==> config.mk <==
export PLATFORM = sky130hd
export DESIGN_NAME = grid_port_arbiter
export DESIGN_NICKNAME = d
export VERILOG_FILES = /design/src/rtl/grid_port_arbiter.sv
export SDC_FILE = /design/constraint.sdc
export NUM_CORES = 1
export LEC_CHECK = 0
export ABC_AREA = 1
export BUFFER_PORTS_ARGS = -buffer_cell sky130_fd_sc_hd__buf_2
export CAP_MARGIN = 25
export CORE_ASPECT_RATIO = 0.6
export CORE_MARGIN = 2
export CORE_UTILIZATION = 28
export DETAILED_ROUTE_END_ITERATION = 8
export PLACE_DENSITY = 0.63
export SYNTH_ARGS = -nofsm -noshare
export SYNTH_HDL_FRONTEND = slang
export SYNTH_SLANG_ARGS = --single-unit
==> constraint.sdc <==
create_clock -name clk -period 4.1 [get_ports clk]
set_input_delay 0.205 -clock clk [delete_from_list [all_inputs] [get_ports clk]]
set_output_delay 0.205 -clock clk [all_outputs]
set_load 0.05 [all_outputs]
==> src/rtl/grid_port_arbiter.sv <==
// grid_port_arbiter
//   Shares one single-port grid RAM (1-cycle read latency) between a video
//   reader, a grid clear engine and game read/write ports.
//   Priority: video > clear (CLEAR state) > game read/write (SERVE state,
//   round-robin between read and write).
// Ports:
//   clk, rst                         clock, async active-high reset
//   vid_req/vid_x/vid_y              video cell read, always granted
//   vid_data/vid_valid               video result, one cycle after grant
//   rd_req/rd_x/rd_y/rd_ack          game read request and grant
//   rd_data/rd_valid                 game read result, one cycle after ack
//   wr_req/wr_x/wr_y/wr_data/wr_ack  game write request and grant
//   clr_start/clr_busy/clr_done      grid clear control and status
//   mem_addr/mem_we/mem_wdata/mem_rdata  grid RAM port, address {y,x}
module grid_port_arbiter #(
  parameter int unsigned GRID_X    = 32,
  parameter int unsigned GRID_Y    = 24,
  parameter logic [3:0]  NULL_CODE = 4'b0000
) (
  input  logic       clk,
  input  logic       rst,
  input  logic       vid_req,
  input  logic [4:0] vid_x,
  input  logic [4:0] vid_y,
  output logic [3:0] vid_data,
  output logic       vid_valid,
  input  logic       rd_req,
  input  logic [4:0] rd_x,
  input  logic [4:0] rd_y,
  output logic       rd_ack,
  output logic [3:0] rd_data,
  output logic       rd_valid,
  input  logic       wr_req,
  input  logic [4:0] wr_x,
  input  logic [4:0] wr_y,
  input  logic [3:0] wr_data,
  output logic       wr_ack,
  input  logic       clr_start,
  output logic       clr_busy,
  output logic       clr_done,
  output logic [9:0] mem_addr,
  output logic       mem_we,
  output logic [3:0] mem_wdata,
  input  logic [3:0] mem_rdata
);

  localparam int unsigned CW = 5;

  typedef enum logic {
    ST_CLEAR = 1'b0,
    ST_SERVE = 1'b1
  } state_e;

  state_e        state_q, state_d;
  logic [CW-1:0] cx_q, cx_d;
  logic [CW-1:0] cy_q, cy_d;
  logic          rr_wr_q, rr_wr_d;      // 1: write wins the next tie
  logic          vid_valid_q, vid_valid_d;
  logic          vid_oor_q, vid_oor_d;
  logic          rd_valid_q, rd_valid_d;
  logic          rd_oor_q, rd_oor_d;
  logic          clr_done_q, clr_done_d;
  logic          grant_rd_c, grant_wr_c;

  // Cell lies outside the populated grid.
  function automatic logic out_of_range(input logic [CW-1:0] x, input logic [CW-1:0] y);
    return (32'(x) >= GRID_X) || (32'(y) >= GRID_Y);
  endfunction

  // State and result registers.
  always_ff @(posedge clk or posedge rst) begin
    if (rst) begin
      state_q     <= ST_CLEAR;
      cx_q        <= '0;
      cy_q        <= '0;
      rr_wr_q     <= 1'b0;
      vid_valid_q <= 1'b0;
      vid_oor_q   <= 1'b0;
      rd_valid_q  <= 1'b0;
      rd_oor_q    <= 1'b0;
      clr_done_q  <= 1'b0;
    end else begin
      state_q     <= state_d;
      cx_q        <= cx_d;
      cy_q        <= cy_d;
      rr_wr_q     <= rr_wr_d;
      vid_valid_q <= vid_valid_d;
      vid_oor_q   <= vid_oor_d;
      rd_valid_q  <= rd_valid_d;
      rd_oor_q    <= rd_oor_d;
      clr_done_q  <= clr_done_d;
    end
  end

  // Grant arbitration, RAM port drive and next state.
  always_comb begin
    state_d     = state_q;
    cx_d        = cx_q;
    cy_d        = cy_q;
    rr_wr_d     = rr_wr_q;
    vid_valid_d = 1'b0;
    vid_oor_d   = 1'b0;
    rd_valid_d  = 1'b0;
    rd_oor_d    = 1'b0;
    clr_done_d  = 1'b0;
    grant_rd_c  = 1'b0;
    grant_wr_c  = 1'b0;
    mem_addr    = '0;
    mem_we      = 1'b0;
    mem_wdata   = '0;
    rd_ack      = 1'b0;
    wr_ack      = 1'b0;

    // Reset holds the RAM port and the handshakes quiet.
    if (!rst) begin
      if (vid_req) begin
        mem_addr    = {vid_y, vid_x};
        vid_valid_d = 1'b1;
        vid_oor_d   = out_of_range(vid_x, vid_y);
      end else if (state_q == ST_CLEAR) begin
        mem_addr  = {cy_q, cx_q};
        mem_we    = 1'b1;
        mem_wdata = NULL_CODE;
        if (cx_q == CW'(GRID_X - 1)) begin
          cx_d = '0;
          if (cy_q == CW'(GRID_Y - 1)) begin
            cy_d       = '0;
            state_d    = ST_SERVE;
            clr_done_d = 1'b1;
          end else begin
            cy_d = cy_q + CW'(1);
          end
        end else begin
          cx_d = cx_q + CW'(1);
        end
      end else begin
        grant_rd_c = rd_req && (!wr_req || !rr_wr_q);
        grant_wr_c = wr_req && !grant_rd_c;
        if (grant_rd_c) begin
          mem_addr   = {rd_y, rd_x};
          rd_ack     = 1'b1;
          rd_valid_d = 1'b1;
          rd_oor_d   = out_of_range(rd_x, rd_y);
          rr_wr_d    = 1'b1;
        end else if (grant_wr_c) begin
          mem_addr  = {wr_y, wr_x};
          mem_we    = !out_of_range(wr_x, wr_y);
          mem_wdata = wr_data;
          wr_ack    = 1'b1;
          rr_wr_d   = 1'b0;
        end
      end

      // A grant in the same cycle still completes; the clear starts next cycle.
      if ((state_q == ST_SERVE) && clr_start) begin
        state_d = ST_CLEAR;
        cx_d    = '0;
        cy_d    = '0;
      end
    end
  end

  // Read data arrives with the valid, straight from the RAM.
  assign vid_valid = vid_valid_q;
  assign vid_data  = vid_valid_q ? (vid_oor_q ? NULL_CODE : mem_rdata) : '0;
  assign rd_valid  = rd_valid_q;
  assign rd_data   = rd_valid_q ? (rd_oor_q ? NULL_CODE : mem_rdata) : '0;
  assign clr_busy  = (state_q == ST_CLEAR);
  assign clr_done  = clr_done_q;

endmodule

Word level (Yosys, flattened, before mapping)
Index checks and enable logic that the tools add are counted.

Register bits after elaboration: 17. Input bits: 44. Logic and storage cells: 90.

$add $sub $neg: 2. Muxes and demuxes: 55. Reduce and logical (&&, ||, !) cells: 14. Bitwise logic cells: 3. Magnitude comparators: 3. Equality and inequality tests: 4.

Operators with widths (count): 10-bit two-way mux (5); 5-bit two-way mux (9); 4-bit two-way mux (9); 1-bit two-way mux (32); 5-bit >= comparator (second input constant) (3); 5-bit by 1-bit adder with 5-bit output (second input constant) (2); 5-bit equality test (second input constant) (2); 4-bit AND reduction (2); 1-bit zero test (4); 2-bit by 1-bit != test with 1-bit output (second input constant) (2); 2-bit nonzero test (2); 1-bit logical AND (3); 1-bit NOT (3); 3-bit AND reduction (1); 2-bit AND reduction (1); 1-bit logical OR (1).

Longest topological paths before layout
Gate-level depths: netlist of run 1.

Word-level depth: 10. Gate-level depth with buffers: 11. Gate-level depth less buffers: 11.

Worst setup path before layout of run 1
OpenSTA, ideal clock, no wires.

Path kind: register to output. Start: reg state_q. End: out mem_we. Data required time: 3895 ps. Stages on the path, launching flop included: 4. Path slack: 2379 ps. Data arrival time: 1516 ps. Cells stage by stage: dfrtp_1 buf_4 buf_2 a21oi_1.

Word-level cells in the longest chain between the ends: 3.

Ends and longest elaborated chain: from (decl) (RTL line 54) `state_e state_q, state_d;`; from (signal assigned) (RTL line 83) `state_q <= state_d;`; 1-bit two-way mux (RTL line 120) `end else if (state_q == ST_CLEAR) begin`; 1-bit two-way mux (RTL line 116) `if (vid_req) begin`; 1-bit two-way mux (RTL line 115) `if (!rst) begin`; to (decl) (RTL line 42) `output logic mem_we,`.

No other way between the ends.

Worst setup path in the final report of run 1
Start: reg state_q. End: out mem_addr[8].

Word-level cells in the longest chain between the ends: 3.

Ends and longest elaborated chain: 10-bit two-way mux (RTL line 120); 10-bit two-way mux (RTL line 116); 10-bit two-way mux (RTL line 115); to (decl) (RTL line 41) `output logic [9:0] mem_addr,`.

No other way between the ends.

==> results.ini, run 1 <==
[floorplanning]
die_y_um = 58.33
ios = 73
die_area_um2 = 5515
start_util = 0.2956
core-area_um2 = 4659
rows = 19
die_w_um = 94.55

[layout]
post-route-cell-area_um2 = 1814
num-nets-final = 342
synthToLayoutAreaGrowth_pct = 31.70
fill_cells = 513
finish.utilization = 0.3894
diodes = 0
drive_above_1_share = 0.3197

[power_and_ir_drop]
p_leak_nw = 1.088
powerDensity_nw_per_um2 = 388.0
ir_worst_vdd_mv = 0.1326

[synthesis]
synth_top_cell_by_area = dfrtp_1
netlist-cell-type-count = 22
syn_area_um2 = 1378
synth_edf_count = 0
synth_mux_area_frac = 0
syn-num-nets = 273
synthFlopType = dfrtp_1
synthArstFlopShare = 1.000
synth_compound_area_frac = 0.05450
synthTopCellsByArea = dfrtp_1 31%, nand2_1 18%, nand3_1 14%, nor2_1 8.7%, inv_1 6.3%
netlist_instances = 226
syn_avg_cell_area_um2 = 6.095
yosysTopAreaCellShare = 0.3088
ys_warn_count = 0
yosys.area_share.adder = 0.02725
ys_seq_area_frac = 0.3088
ys_ff_latch = 17
synth_top_family_by_area = simple AND/OR/NAND/NOR gates
yosysMostFrequentCell = nand2_1
synthSimpleGateAreaFrac = 0.4859
synthXorXnorAreaFrac = 0.006358
synth_common_cells = 67 x nand2_1, 39 x nand3_1, 32 x nor2_1

[timing]
tightest_slew_ns = 0.8267
finalHoldViolCount = 0
period_needed_ns = 2.134
finalSetupViolCount = 0
slew_violations = 0
skew_ns = 0.004721
min_period_over_period = 0.5205
max_slew_margin = 0.4468
rsz0062_at_grt = false
fmax_ghz = 0.4686
tns_ns = 0

[grt]
antenna_found_initial = 0
grt_pass1_vias = 1442
grt.overflow.total = 0
grt_usage = 0.1524
grt_max_degree = 22
grt_pass1_wl_mm = 6.658

[placement]
place.gp.congestion = 0.7831
post_dp_cell_area_um2 = 1768
place_hpwl_mm = 3.320
io_buffers = 72

[route]
drc_errors = 0
wl_met2_mm = 1.714
routed_wl_mm = 4.202
top_layer = met3
wl_met3_um = 310
final_antenna_net_count = 0
met1_length_mm = 2.178
first_pass_iters = 4
vias = 1640
wl_per_cell_um = 11.77
drtIter0Drc = 64
viasPerCell = 4.594

[clock_tree]
cts-htree-levels = 1
cts.path.max_buffers = 2
cts_tree = done
cts_setup_buffers = 0
cts_hold_buf = 0
cts_root_buf = clkbuf_8
clock_latency_ns = 0.26
ctsResizeCount = 0
cts_buffers = 3
cts_sinks = 17
clk_pin_slew_ns = 0.07

[critical_path]
reg2reg_depth = 7
criticalPathCategory = flip-flop to output port
cp-start-kind = flip-flop
cp_max_fo = 21
crit_arrival_ns = 1.93
endpoint_kind = output port
cp.required_ns = 3.89

[run_status]
status = finished, final reports clean

[min_path]
min_path_type = primary input to asynchronous set/reset pin

[flow_run]
drv_cap = 0

-- per-stage QoR --
step / hold slack [ns] / power (mW) / std cells / setup WS, ns
after global placement: 0.3996 / 0.5727 / 353 / 2.198
after detailed placement: 0.4138 / 0.5751 / 353 / 2.196
final: 0.1063 / 0.7038 / 357 / 1.966
after floorplan: 0.1475 / 0.4939 / 226 / 2.379
after global routing: 0.1719 / 0.7584 / 357 / 1.890
after CTS: 0.1382 / 0.7080 / 357 / 1.984
-- per-layer routing --
layer	track usage	vias to the layer above
li1	-	841
met1	0.2374	740
met2	0.2184	59
met3	0.03969	0
met4	0.01449	0
met5	0	-
-- power breakdown --
part	total, mW	internal, mW	leakage [nW]	switching (mW)
sequential	0.265	0.210	0.222	0.0551
clock	0.131	0.0676	0.0255	0.0631
combinational	0.308	0.101	0.840	0.207
total	0.704	0.379	1.09	0.325
-- final timing paths --
path                          start           to  slack, ns
setup / recovery            state_q  mem_addr[8]       1.97
hold / removal                  rst     clr_done       0.11
setup reg to reg            state_q      cy_q[4]       2.34
hold reg to reg             cx_q[3]      cx_q[3]       0.50
max in group asynchronous       rst      cy_q[1]       3.52
min in group clk           vid_y[4]    vid_oor_q       0.17
-- layout by cell type, fill, tap and decap left out, drive strengths merged, types with 3 or more instances in the layout --
cell type / count
nor2: 36
inv: 30
nand2: 72
a21oi: 9
buf: 72
nand3: 40
clkbuf: 3
dfrtp: 17
ha: 3
o21ai: 6
-- final cells by class --
class / instances / area, um2 / area share
clock buffer: 3 / 41.29 / 0.02276
multi-input combinational: 171 / 790.8 / 0.4359
clock inverter: 1 / 5.005 / 0.002759
tap: 63 / 78.83 / 0.04345
inverter: 30 / 112.6 / 0.06207
timing repair buffer: 72 / 360.3 / 0.1986
sequential: 17 / 425.4 / 0.2345
-- flip-flops by register name, summed over array words and instances, names as in the netlist --
| signal | count |
|---|---|
| cx_q | 5 |
| cy_q | 5 |
| clr_done | 1 |
| rd_oor_q | 1 |
| rd_valid | 1 |
| rr_wr_q | 1 |
| state_q | 1 |
| vid_oor_q | 1 |
| vid_valid | 1 |
-- worst max-delay path, stage by stage, from the launching register on --
cell and delay (ns):
dfrtp_1 0.80, inv_2 0.25, a21oi_1 0.21, nand2_1 0.09, nand2_1 0.06, buf_2 0.26
-- logic make-up (layout without fill, tap and decap cells) --
kind of cell	after synthesis	count (layout)
buf+inv	38	106
simple gates	152	152
compound gates	15	15
flops	17	17
xor+xnor	1	1
fa+ha+maj	3	3
Note: power is estimated with default switching activity, not from simulation.
==> run 2: changes to the inputs <==
Clock period 4.1 ns to 2.25 ns, I/O delays scaled along.
==> results.ini, run 2 (same netlist as run 1, synthesis figures left out) <==
[floorplanning]
ios = 73  ; unchanged
die_area_um2 = 5515  ; unchanged
die_w_um = 94.55  ; unchanged
start_util = 0.2956  ; unchanged
rows = 19  ; unchanged
die_y_um = 58.33  ; unchanged
core-area_um2 = 4659  ; unchanged

[layout]
diodes = 0  ; unchanged
synthToLayoutAreaGrowth_pct = 34.06
post-route-cell-area_um2 = 1847  ; +1.8%
largestRegisters = cx_q x5, cy_q x5
final_common_cell = buf_2
num-nets-final = 346  ; +1.2%
most-common-layout-cells = 72 x buf_2, 67 x nand2_1, 39 x nand3_1
drive_above_1_share = 0.3255  ; +0.005775

[critical_path]
rr_startpoint = state_q
crit_path_top_delay_cell = dfrtp_1
criticalPathCategory = flip-flop to output port
reg2reg_depth = 7  ; unchanged
slowest_delay_ns = 0.77  ; -0.03 ns
r2r_end = cy_q[4]
cp-start-kind = flip-flop
cp_max_fo = 21  ; unchanged
endpoint_kind = output port
crit_start = state_q
endpoint = mem_addr[0]
path_common_cell = nand2_1
cp.required_ns = 2.14  ; -1.75 ns
crit_arrival_ns = 1.89  ; -0.04 ns
worstPathCellList = inv_2, a21oi_1, nand2_1, nand2_1, buf_2
ff2ff_setup_slack_ns = 0.57  ; -1.77 ns

[clock_tree]
cts_setup_buffers = 0  ; unchanged
clk_pin_slew_ns = 0.07  ; about the same
cts_buffers = 3  ; unchanged
ctsResizeCount = 0  ; unchanged
clock_latency_ns = 0.26  ; about the same
cts_tree = done
cts_hold_buf = 1  ; +1
cts_sinks = 17  ; unchanged
cts.path.max_buffers = 2  ; unchanged
cts_root_buf = clkbuf_8
cts-htree-levels = 1  ; unchanged

[route]
final_antenna_net_count = 0  ; unchanged
routed_wl_mm = 4.123  ; -1.9%
first_pass_iters = 4  ; unchanged
vias = 1636  ; -0.24%
wl_per_cell_um = 11.42  ; -3.0%
viasPerCell = 4.532  ; -1.3%
drc_errors = 0  ; unchanged
drtIter0Drc = 102  ; +59%

[placement]
io_buffers = 72  ; unchanged
place_hpwl_mm = 3.364  ; +1.3%
pre_cts_ws_ns = 0.5726  ; -1.624 ns
place.gp.congestion = 0.8507  ; +8.6%
post_dp_cell_area_um2 = 1790  ; +1.3%

[min_path]
min_path_type = primary input to flip-flop

[timing]
rsz0062_at_grt = false
setup_ws_ns = 0.2501  ; -1.716 ns
slew_violations = 0  ; unchanged
fmax_ghz = 0.5000
skew_ns = 0.004873  ; +0.0001523 ns
finalHoldViolCount = 0  ; unchanged
fin_hold_ws_ns = 0.06667  ; -0.03964 ns
tightest_slew_ns = 0.6623  ; -0.1645 ns
max_slew_margin = 0.5585  ; +0.1117
period_needed_ns = 2.000
min_period_over_period = 0.8889
tns_ns = 0  ; unchanged
finalSetupViolCount = 0  ; unchanged

[grt]
grt_usage = 0.1552  ; +0.002819
grt.overflow.total = 0  ; unchanged
grt_max_degree = 22  ; unchanged
grt_pass1_wl_mm = 6.713  ; +0.83%
grt_pass1_vias = 1422  ; -1.4%
antenna_found_initial = 0  ; unchanged

[power_and_ir_drop]
finalPower_mw = 1.296  ; +84%
p_leak_nw = 1.107  ; +1.7%
ir_worst_vdd_mv = 0.2787  ; +110%
powerDensity_nw_per_um2 = 701.8  ; +81%

[run_status]
status = finished, final reports clean

[flow_run]
drv_cap = 0  ; unchanged

-- run 2: power breakdown --
group | switching, mW | total [mW] | internal (mW)
combinational | 0.378 | 0.570 | 0.192
sequential | 0.0985 | 0.481 | 0.382
clock | 0.122 | 0.245 | 0.124
total | 0.598 | 1.30 | 0.698
-- run 2: routing by layer --
metal	vias up	part of all wire	wire length, um	track usage
met2	68	0.41	1681	0.2367
met5	-	0	0	0
li1	855	-	-	-
met3	2	0.078	320	0.03201
met1	711	0.51	2101	0.2344
met4	0	0.0046	19	0.01863
-- run 2: area by class of cell --
class	instances	area (um2)
flip-flops and latches	17	425.4
clock buffers	3	41.29
repair buffers	76	392.9
fillers	507	2813
clock inverters	1	5.005
well taps	63	78.83
inverters	30	112.6
multi-input cells	171	790.8
-- run 2: stage by stage --
| step | util | std cells |
|---|---|---|
| floorplan | - | 226 |
| global placement | 0.3843 | 356 |
| detailed placement | 0.3843 | 356 |
| CTS | 0.3963 | 361 |
| global route | 0.3963 | 361 |
| finish | 0.3963 | 361 |
-- run 2: how the worst min path moves through the flow --
stage          startpoint         to  slack, ns  cells past startpoint
2_1_floorplan         rst   clr_done       0.06                      1
3_3_place_gp          rst    state_q        0.1                      2
3_5_place_dp          rst    rr_wr_q        0.1                      2
4_1_cts          vid_y[4]  vid_oor_q       0.07                      3
5_1_grt           rd_y[3]   rd_oor_q       0.08                      3
6_report         vid_y[4]  vid_oor_q       0.07                      3
-- run 2: critical path, delay by kind of cell, from the launching register on --
kind                   cells  cell delay (ns)
flip-flops                 1             0.77
AO/OA/AOI/OAI              1             0.24
AND/OR/NAND/NOR            2             0.13
buffers and inverters      2             0.48
